### src/rtl/mdu_ctrl.sv
`default_nettype none
// ============================================================================
// Module   : mdu_ctrl
// Brief    : HI/LO multiply/divide sequencer: launches the multiplier/divider,
//            stalls the pipeline and writes the result back to HI/LO.
// Revision : 1.0 - initial release
// ============================================================================
module mdu_ctrl #(
    parameter int MUL_LAT = 2
) (
    input  logic        clk,
    input  logic        rst,
    input  logic        op_valid,
    input  logic [2:0]  op_code,
    input  logic [31:0] src_a,
    input  logic [31:0] src_b,
    input  logic [31:0] hi_cur,
    input  logic [31:0] lo_cur,
    input  logic        pipe_adv,
    input  logic        flush,
    output logic        mul_signed,
    output logic        div_signed,
    output logic [31:0] mul_ina,
    output logic [31:0] mul_inb,
    output logic [31:0] div_opa,
    output logic [31:0] div_opb,
    input  logic [63:0] mul_result,
    output logic        div_start,
    output logic        div_annul,
    input  logic        div_ready,
    input  logic [63:0] div_result,
    output logic        stallreq,
    output logic        hilo_we,
    output logic [31:0] hi_wdata,
    output logic [31:0] lo_wdata,
    output logic        busy
);

    typedef enum logic [1:0] {
        S_IDLE     = 2'd0,
        S_MUL_WAIT = 2'd1,
        S_DIV_WAIT = 2'd2,
        S_DONE     = 2'd3
    } state_t;

    localparam logic [3:0] C_MUL_CNT_INIT = 4'(MUL_LAT - 1);

    generate
        if (MUL_LAT < 1 || MUL_LAT > 15) begin : g_bad_mul_lat
            $error("mdu_ctrl: MUL_LAT out of range 1..15");
        end
    endgenerate

    state_t      r_state, w_state_nxt;
    logic [3:0]  r_cnt, w_cnt_nxt;
    logic [31:0] r_opa, w_opa_nxt;
    logic [31:0] r_opb, w_opb_nxt;
    logic        r_is_mul, w_is_mul_nxt;
    logic        r_is_div, w_is_div_nxt;
    logic        r_mul_signed, w_mul_signed_nxt;
    logic        r_div_signed, w_div_signed_nxt;
    logic        r_hilo_we, w_hilo_we_nxt;
    logic [31:0] r_hi_wdata, w_hi_wdata_nxt;
    logic [31:0] r_lo_wdata, w_lo_wdata_nxt;
    logic        r_div_annul, w_div_annul_nxt;

    logic        w_op_mul;
    logic        w_op_div;

    assign w_op_mul = (op_code == 3'd1) || (op_code == 3'd2);
    assign w_op_div = (op_code == 3'd3) || (op_code == 3'd4);

    always_ff @(posedge clk) begin
        if (rst) begin
            r_state      <= S_IDLE;
            r_cnt        <= 4'd0;
            r_opa        <= 32'd0;
            r_opb        <= 32'd0;
            r_is_mul     <= 1'b0;
            r_is_div     <= 1'b0;
            r_mul_signed <= 1'b0;
            r_div_signed <= 1'b0;
            r_hilo_we    <= 1'b0;
            r_hi_wdata   <= 32'd0;
            r_lo_wdata   <= 32'd0;
            r_div_annul  <= 1'b0;
        end else begin
            r_state      <= w_state_nxt;
            r_cnt        <= w_cnt_nxt;
            r_opa        <= w_opa_nxt;
            r_opb        <= w_opb_nxt;
            r_is_mul     <= w_is_mul_nxt;
            r_is_div     <= w_is_div_nxt;
            r_mul_signed <= w_mul_signed_nxt;
            r_div_signed <= w_div_signed_nxt;
            r_hilo_we    <= w_hilo_we_nxt;
            r_hi_wdata   <= w_hi_wdata_nxt;
            r_lo_wdata   <= w_lo_wdata_nxt;
            r_div_annul  <= w_div_annul_nxt;
        end
    end

    // HI/LO write is registered: the data is formed in the cycle before the
    // write appears, so a flush in that cycle cancels it.
    always_comb begin
        w_state_nxt      = r_state;
        w_cnt_nxt        = r_cnt;
        w_opa_nxt        = r_opa;
        w_opb_nxt        = r_opb;
        w_is_mul_nxt     = r_is_mul;
        w_is_div_nxt     = r_is_div;
        w_mul_signed_nxt = r_mul_signed;
        w_div_signed_nxt = r_div_signed;
        w_hilo_we_nxt    = 1'b0;
        w_hi_wdata_nxt   = 32'd0;
        w_lo_wdata_nxt   = 32'd0;
        w_div_annul_nxt  = 1'b0;

        if (flush) begin
            w_state_nxt      = S_IDLE;
            w_cnt_nxt        = 4'd0;
            w_opa_nxt        = 32'd0;
            w_opb_nxt        = 32'd0;
            w_is_mul_nxt     = 1'b0;
            w_is_div_nxt     = 1'b0;
            w_mul_signed_nxt = 1'b0;
            w_div_signed_nxt = 1'b0;
            w_div_annul_nxt  = (r_state == S_DIV_WAIT);
        end else begin
            case (r_state)
                S_IDLE: begin
                    if (op_valid && w_op_mul) begin
                        w_opa_nxt        = src_a;
                        w_opb_nxt        = src_b;
                        w_is_mul_nxt     = 1'b1;
                        w_mul_signed_nxt = (op_code == 3'd1);
                        w_cnt_nxt        = C_MUL_CNT_INIT;
                        w_state_nxt      = S_MUL_WAIT;
                    end else if (op_valid && w_op_div && (src_b != 32'd0)) begin
                        w_opa_nxt        = src_a;
                        w_opb_nxt        = src_b;
                        w_is_div_nxt     = 1'b1;
                        w_div_signed_nxt = (op_code == 3'd3);
                        w_state_nxt      = S_DIV_WAIT;
                    end else if (op_valid && w_op_div) begin
                        w_hilo_we_nxt  = 1'b1;
                        w_hi_wdata_nxt = src_a;
                        w_lo_wdata_nxt = 32'hFFFF_FFFF;
                        w_state_nxt    = S_DONE;
                    end else if (op_valid && (op_code == 3'd5)) begin
                        w_hilo_we_nxt  = 1'b1;
                        w_hi_wdata_nxt = src_a;
                        w_lo_wdata_nxt = lo_cur;
                    end else if (op_valid && (op_code == 3'd6)) begin
                        w_hilo_we_nxt  = 1'b1;
                        w_hi_wdata_nxt = hi_cur;
                        w_lo_wdata_nxt = src_a;
                    end
                end
                S_MUL_WAIT: begin
                    if (r_cnt == 4'd0) begin
                        w_hilo_we_nxt  = 1'b1;
                        w_hi_wdata_nxt = mul_result[63:32];
                        w_lo_wdata_nxt = mul_result[31:0];
                        w_state_nxt    = S_DONE;
                    end else begin
                        w_cnt_nxt = r_cnt - 4'd1;
                    end
                end
                S_DIV_WAIT: begin
                    if (div_ready) begin
                        w_hilo_we_nxt  = 1'b1;
                        w_hi_wdata_nxt = div_result[63:32];
                        w_lo_wdata_nxt = div_result[31:0];
                        w_state_nxt    = S_DONE;
                    end
                end
                S_DONE: begin
                    if (pipe_adv) begin
                        w_state_nxt      = S_IDLE;
                        w_opa_nxt        = 32'd0;
                        w_opb_nxt        = 32'd0;
                        w_is_mul_nxt     = 1'b0;
                        w_is_div_nxt     = 1'b0;
                        w_mul_signed_nxt = 1'b0;
                        w_div_signed_nxt = 1'b0;
                    end
                end
                default: w_state_nxt = S_IDLE;
            endcase
        end
    end

    assign stallreq   = ((r_state == S_IDLE) && op_valid && (w_op_mul || w_op_div) && !flush)
                      || (r_state == S_MUL_WAIT) || (r_state == S_DIV_WAIT);
    assign busy       = (r_state != S_IDLE);
    assign div_start  = (r_state == S_DIV_WAIT);
    assign div_annul  = r_div_annul;
    assign mul_signed = r_mul_signed;
    assign div_signed = r_div_signed;
    assign mul_ina    = r_is_mul ? r_opa : 32'd0;
    assign mul_inb    = r_is_mul ? r_opb : 32'd0;
    assign div_opa    = r_is_div ? r_opa : 32'd0;
    assign div_opb    = r_is_div ? r_opb : 32'd0;
    assign hilo_we    = r_hilo_we;
    assign hi_wdata   = r_hi_wdata;
    assign lo_wdata   = r_lo_wdata;

endmodule
`default_nettype wire

### config.mk
export PLATFORM = sky130hd
export DESIGN_NAME = mdu_ctrl
export DESIGN_NICKNAME = d
export VERILOG_FILES = /design/src/rtl/mdu_ctrl.sv
export SDC_FILE = /design/constraint.sdc
export NUM_CORES = 1
export LEC_CHECK = 0
export CAP_MARGIN = 25
export CORE_AREA = 2 2 182 184
export CTS_BUF_LIST = sky130_fd_sc_hd__clkbuf_8
export DETAILED_ROUTE_END_ITERATION = 16
export DIE_AREA = 0 0 184 186
export MAX_ROUTING_LAYER = met4
export SLEW_MARGIN = 20
export SYNTH_ARGS = -nofsm -noshare
export SYNTH_HDL_FRONTEND = slang
export SYNTH_SLANG_ARGS = --single-unit
### constraint.sdc
create_clock -name clk -period 2.2 [get_ports clk]
set_input_delay 0.22 -clock clk [delete_from_list [all_inputs] [get_ports clk]]
set_output_delay 0.22 -clock clk [all_outputs]
set_load 0.05 [all_outputs]
# ---- Word-level counts from Yosys, hierarchy flattened
# Cells that the tools add are included.
dict set report totals {
  register_bits 140
  elab_cells 115
  input_bits 265
}
dict set report op_classes {
  n_reduce_logical 27
  n_eq_ne 18
  add_sub_neg 1
  n_bitwise 1
  mux 56
}
# operator n
set ops {}
lappend ops {{$mux W32} 23}
lappend ops {{$pmux W32 S3} 2}
lappend ops {{$pmux W32 S2} 2}
lappend ops {{$reduce_bool A32 Y1} 1}
lappend ops {{$mux W1} 14}
lappend ops {{$mux W2} 6}
lappend ops {{$ne A2 B2 Y1 const B} 6}
lappend ops {{$eq A3 B3 Y1 const B} 3}
lappend ops {{$reduce_and A3 Y1} 3}
lappend ops {{$logic_and A1 B1 Y1} 8}
lappend ops {{$mux W4} 2}
lappend ops {{$pmux W1 S2} 4}
lappend ops {{$pmux W2 S4} 1}
lappend ops {{$pmux W4 S2} 1}
lappend ops {{$reduce_and A4 Y1} 2}
lappend ops {{$eq A3 B2 Y1 const B} 2}
lappend ops {{$reduce_bool A2 Y1} 3}
lappend ops {{$logic_or A1 B1 Y1} 5}
lappend ops {{$eq A2 B2 Y1 const B} 2}
lappend ops {{$logic_not A4 Y1} 1}
lappend ops {{$ne A4 B4 Y1 const B} 1}
lappend ops {{$reduce_or A2 Y1} 2}
lappend ops {{$sub A4 B1 Y4 const B} 1}
lappend ops {{$eq A3 B1 Y1 const B} 1}
lappend ops {{other kinds (7)} 7}

# ---- Depth between registers and ports, before layout
dict set report depth {
  ltp_word 8
  depth_mapped 10
  depth_no_buf 7
}

# ---- Least setup slack after synthesis
# Ideal clock, no wire load.
dict set report synth_timing {
  path_type {register -> register}
  startpoint {register r_state[0]}
  endpoint {register r_opa[10]}
  setup_time_ns 0.070
  period_less_slack_ns 2.240
  required_ns 2.130
  stages_incl_launch_ff 10
  arrival_ns 2.170
  setup_slack_ns -0.040
  path_cell_list {dfxtp_1 > inv_1 > ha_1 > inv_1 > o21ai_2 > o21ai_2 > buf_6 > clkbuf_1 > or4b_1 > a21oi_1}
}
dict set report synth_between {
  elab_chain_cells 3
  word_cells_on_any_way 7
  cone_classes {3 x eq/ne; 1 x mux; 3 x reduce/logical}
}
# element line
set synth_lines {}
lappend synth_lines {{from (decl)} 54} ;# state_t r_state, w_state_nxt;
lappend synth_lines {{from (signal assigned)} 88} ;# r_state <= w_state_nxt;
lappend synth_lines {{$eq A2 B2 Y1 / $logic_not A2 Y1 (equally long branches)} 130} ;# case (r_state)
lappend synth_lines {{$ne A2 B2 Y1 (no line), or another cell as far along} --}
lappend synth_lines {{$reduce_and A3 Y1 (no line)} --}
lappend synth_lines {{to (signal assigned)} 90} ;# r_opa <= w_opa_nxt;
lappend synth_lines {{to (decl)} 56} ;# logic [31:0] r_opa, w_opa_nxt;
# Several ways; a longest one is shown, not always the timed one.
# A chain may end at the register's enable or synchronous reset.

# ---- Worst setup path in the final report
dict set report layout_timing {
  startpoint {input src_b[25]}
  endpoint {register r_opb[14]}
}
dict set report layout_between {
  elab_chain_cells 4
}
# element line
set layout_lines {}
lappend layout_lines {{from (decl)} 16} ;# input logic [31:0] src_b,
lappend layout_lines {{$reduce_bool A32 Y1} 139} ;# end else if (op_valid && w_op_div && (src_b != 32'd0)) begin
lappend layout_lines {{$logic_and A1 B1 Y1} 139}
lappend layout_lines {{$ne A3 B3 Y1 (no line)} --}
lappend layout_lines {{$reduce_and A3 Y1 (no line)} --}
lappend layout_lines {{to (signal assigned)} 91} ;# r_opb <= w_opb_nxt;
lappend layout_lines {{to (decl)} 57} ;# logic [31:0] r_opb, w_opb_nxt;
# No other way between the ends.

==> impl_metrics.yaml <==
outcome:
  outcome: "completed"
floorplanning:
  dieArea_um2: 34200
  fp.coreArea_um2: 32200
  start_util: 0.241
  rows: 66
  io_pins: 464
  die_y_um: 186
  die-width_um: 184
global_routing:
  antenna_found_initial: 3
  grt.overflow.total: 0
  grt_first_pass_wirelength_um: 55500
  grt_pass1_vias: 8741
  grt_max_degree: 66
  grt_usage: 0.226
power_and_ir_drop:
  leakagePower_nw: 5.09
  seqPwrFrac: 0.380
  vdd_drop_max_mv: 0.324
  p_per_area_nw_per_um2: 527
  comb_power_share: 0.295
  p_int_mw: 4.83
  p_sw_mw: 2.34
  p_sw_frac: 0.327
  fin_total_pwr_mw: 7.17
  clkPwrFrac: 0.324
min_path:
  hold_path_class: "in2reg"
layout:
  fin_nets: 1649
  n_fill_cell: 3203
  syn_to_final_growth_pct: 75.3
  finalNonFillerCells: 1802
  drive_gt1_frac: 0.191
  fin_util: 0.422
  multi_input_area_um2: 4570
  register_area_um2: 2810
placed_design:
  io_buffers: 463
  gp_congestion: 0.849
  dp.cells: 1765
  dp_hpwl_um: 30300
drt:
  dr.first_iter.drc_count: 463
  num_vias: 9115
  routed_wl_um: 39300
  drc: 0
  viasPerCell: 5.06
  wl_per_cell_um: 21.8
  ant_nets: 0
  dr.pass1.iters: 8
sta:
  slew-limit-headroom: 0.605
  clock_skew_ns: 0.0240
  hold_violations: 0
  fmax_ghz: 0.466
  min_period_ns: 2.14
  period_share: 0.974
  worst_pin_slew_ns: 0.590
  finalMaxSlewViolations: 0
  whs_ns: 0.331
  rsz0062_at_grt: "no"
  finalSetupViolations: 0
synthesis:
  async_reset_ff_frac: 0
  syn_area_um2: 7760
  yosys.area.top_type: "dfxtp_1"
  synth_cell_types: 43
  synth_edf_count: 0
  yosysSeqAreaShare: 0.361
  yosys.cell_count.top_type: "dfxtp_1"
  mappedNetlistNets: 1193
  synth.ff_latch_count: 140
  avgSynthCellArea_um2: 8.42
  ys.warnings.count: 0
  synth_area_leaders: "dfxtp_1, and2_1, a21oi_1, or4b_1, a22oi_1"
  synth.top_cell.area_share: 0.361
  synth_commonest_cells: "dfxtp_1, a21oi_1, and2_1, clkbuf_1, o21ai_0"
  synth_flop_cell: "dfxtp_1"
  synthCells: 922
clock_tree:
  cts_num_sinks: 140
  h-tree-depth: 4
  cts_tree: "built"
  cts_hold_buffers: 0
  clock_latency_ns: 0.44
  cts_buffers: 17
  clk_pin_slew_ns: 0.09
  root_buffer: "clkbuf_8"
  clockBufferDepth: 2
worst_setup_path:
  cp-start-kind: "primary input"
  critPathTopFamily: "buffers and inverters"
  cp_max_fo: 10
  critPathMaxStageDelay_ns: 0.57
  cp_slowest_cell: "clkdlybuf4s50_1"
  required_ns: 2.56
  crit_path_frequent_cell: "buf_4"
  worst-path-buf-inv: 7
  worstPathCellList: "clkdlybuf4s50_1 > nor4_4 > buf_4 > nand4_1 > buf_4 > buf_4 > nor3_4 > buf_4 > clkbuf_16 > buf_4 > or4b_1 > a21oi_1"
  end_kind: "flop"
  critPathArrivalTime_ns: 2.51
  crit_type: "in2reg"
run:
  maxCapViolations: 0
## cell usage in the layout, fill, tap and decap left out, drive strengths merged, types with 3 or more instances in the layout
master	instances
clkdlybuf4s50	346
buf	193
dfxtp	140
a21oi	133
and2	129
o21ai	69
a22oi	64
or4b	64
or3	36
nand3	33
a221oi	32
mux2	19
clkbuf	19
a22o	13
nor2	11
inv	10
nand2	9
nor4	8
clkinvlp	6
dlymetal6s2s	6
ha	6
o21a	5
o31ai	4
nand2b	4
diode	3
xnor2	3
a211oi	3
mux2i	3
bufinv	3
## final timing paths
check                                start          to  slack, ns  depth (start not counted)
worst max-delay path             src_b[25]   r_opb[14]       0.06                         12
worst max register to register  r_state[0]   r_opb[14]       0.08                          9
worst min-delay path             src_b[28]   r_opb[28]       0.33                          4
worst min register to register  mul_signed  mul_signed       0.46                          2
## worst register-to-register path, stage by stage (launching register included)
cell       delay [ns]
dfxtp_1          0.43
inv_1            0.12
ha_4             0.22
o21ai_4          0.13
nor3_4           0.08
buf_4            0.15
clkbuf_16        0.15
buf_4            0.14
or4b_1           0.49
a21oi_1          0.15
## state kept, by name (all words and copies together), names as in the netlist
name and count:
r_is_div 1, div_annul 1, hilo_we 1, r_is_mul 1, r_cnt 4, lo_wdata 32, r_opb 32, r_opa 32
r_state 2, hi_wdata 32, mul_signed 1, div_signed 1
## area by class of cell
type | count | area share
antenna | 3 | 0.000552
clock buffer | 18 | 0.0182
clock inverter | 14 | 0.0125
inverter | 6 | 0.00193
multi-input combinational | 666 | 0.336
sequential | 140 | 0.206
tap | 408 | 0.0375
timing repair buffer | 547 | 0.387
## repair_timing
item,4_1_cts,5_1_grt
cloned,0,1
pin swaps,0,2
buffers inserted,0,1
setup endpoints to repair,64,58
resized for setup,4,10
## routing by layer
metal | up-vias | GRT usage | part of all wire
met5 | - | - | 0
met4 | 0 | 0.0653 | 0.022
li1 | 4348 | - | -
met3 | 44 | 0.0473 | 0.071
met1 | 4303 | 0.276 | 0.42
met2 | 420 | 0.378 | 0.49
## stage by stage
step           cell area, um2  setup slack [ns]  TNS [ns]
6_report                13600            0.0563         0
2_1_floorplan            7780            0.0210         0
3_3_place_gp            13100            -0.582    -60.50
5_1_grt                 13600           0.00170         0
4_1_cts                 13500           0.00754         0
3_5_place_dp            13100            -0.591    -59.75
## power by group through the flow
| stage | clock network (mW) | registers (mW) | logic, mW |
|---|---|---|---|
| detailed placement | 0 | 2.79 | 2.11 |
| CTS | 2.42 | 2.73 | 2.12 |
| global route | 2.52 | 2.74 | 2.26 |
| floorplan | 0 | 2.91 | 0.850 |
| global placement | 0 | 2.79 | 2.10 |
| finish | 2.33 | 2.73 | 2.12 |
## logic make-up (layout without fill, tap and decap cells)
logic type                 Yosys count  count (layout)  synth area share
AOI/OAI and AO/OA                  326             326             0.259
and+or+nand+nor                    308             308             0.269
DFF                                140             140             0.361
buffers and inverters              116             585            0.0648
muxes                               22              22            0.0314
adders and majority gates            6               6           0.00967
xor gates and xnor gates             4               4           0.00452
other                                0               3                 0
No activity file was read; power rests on OpenSTA's default activity.
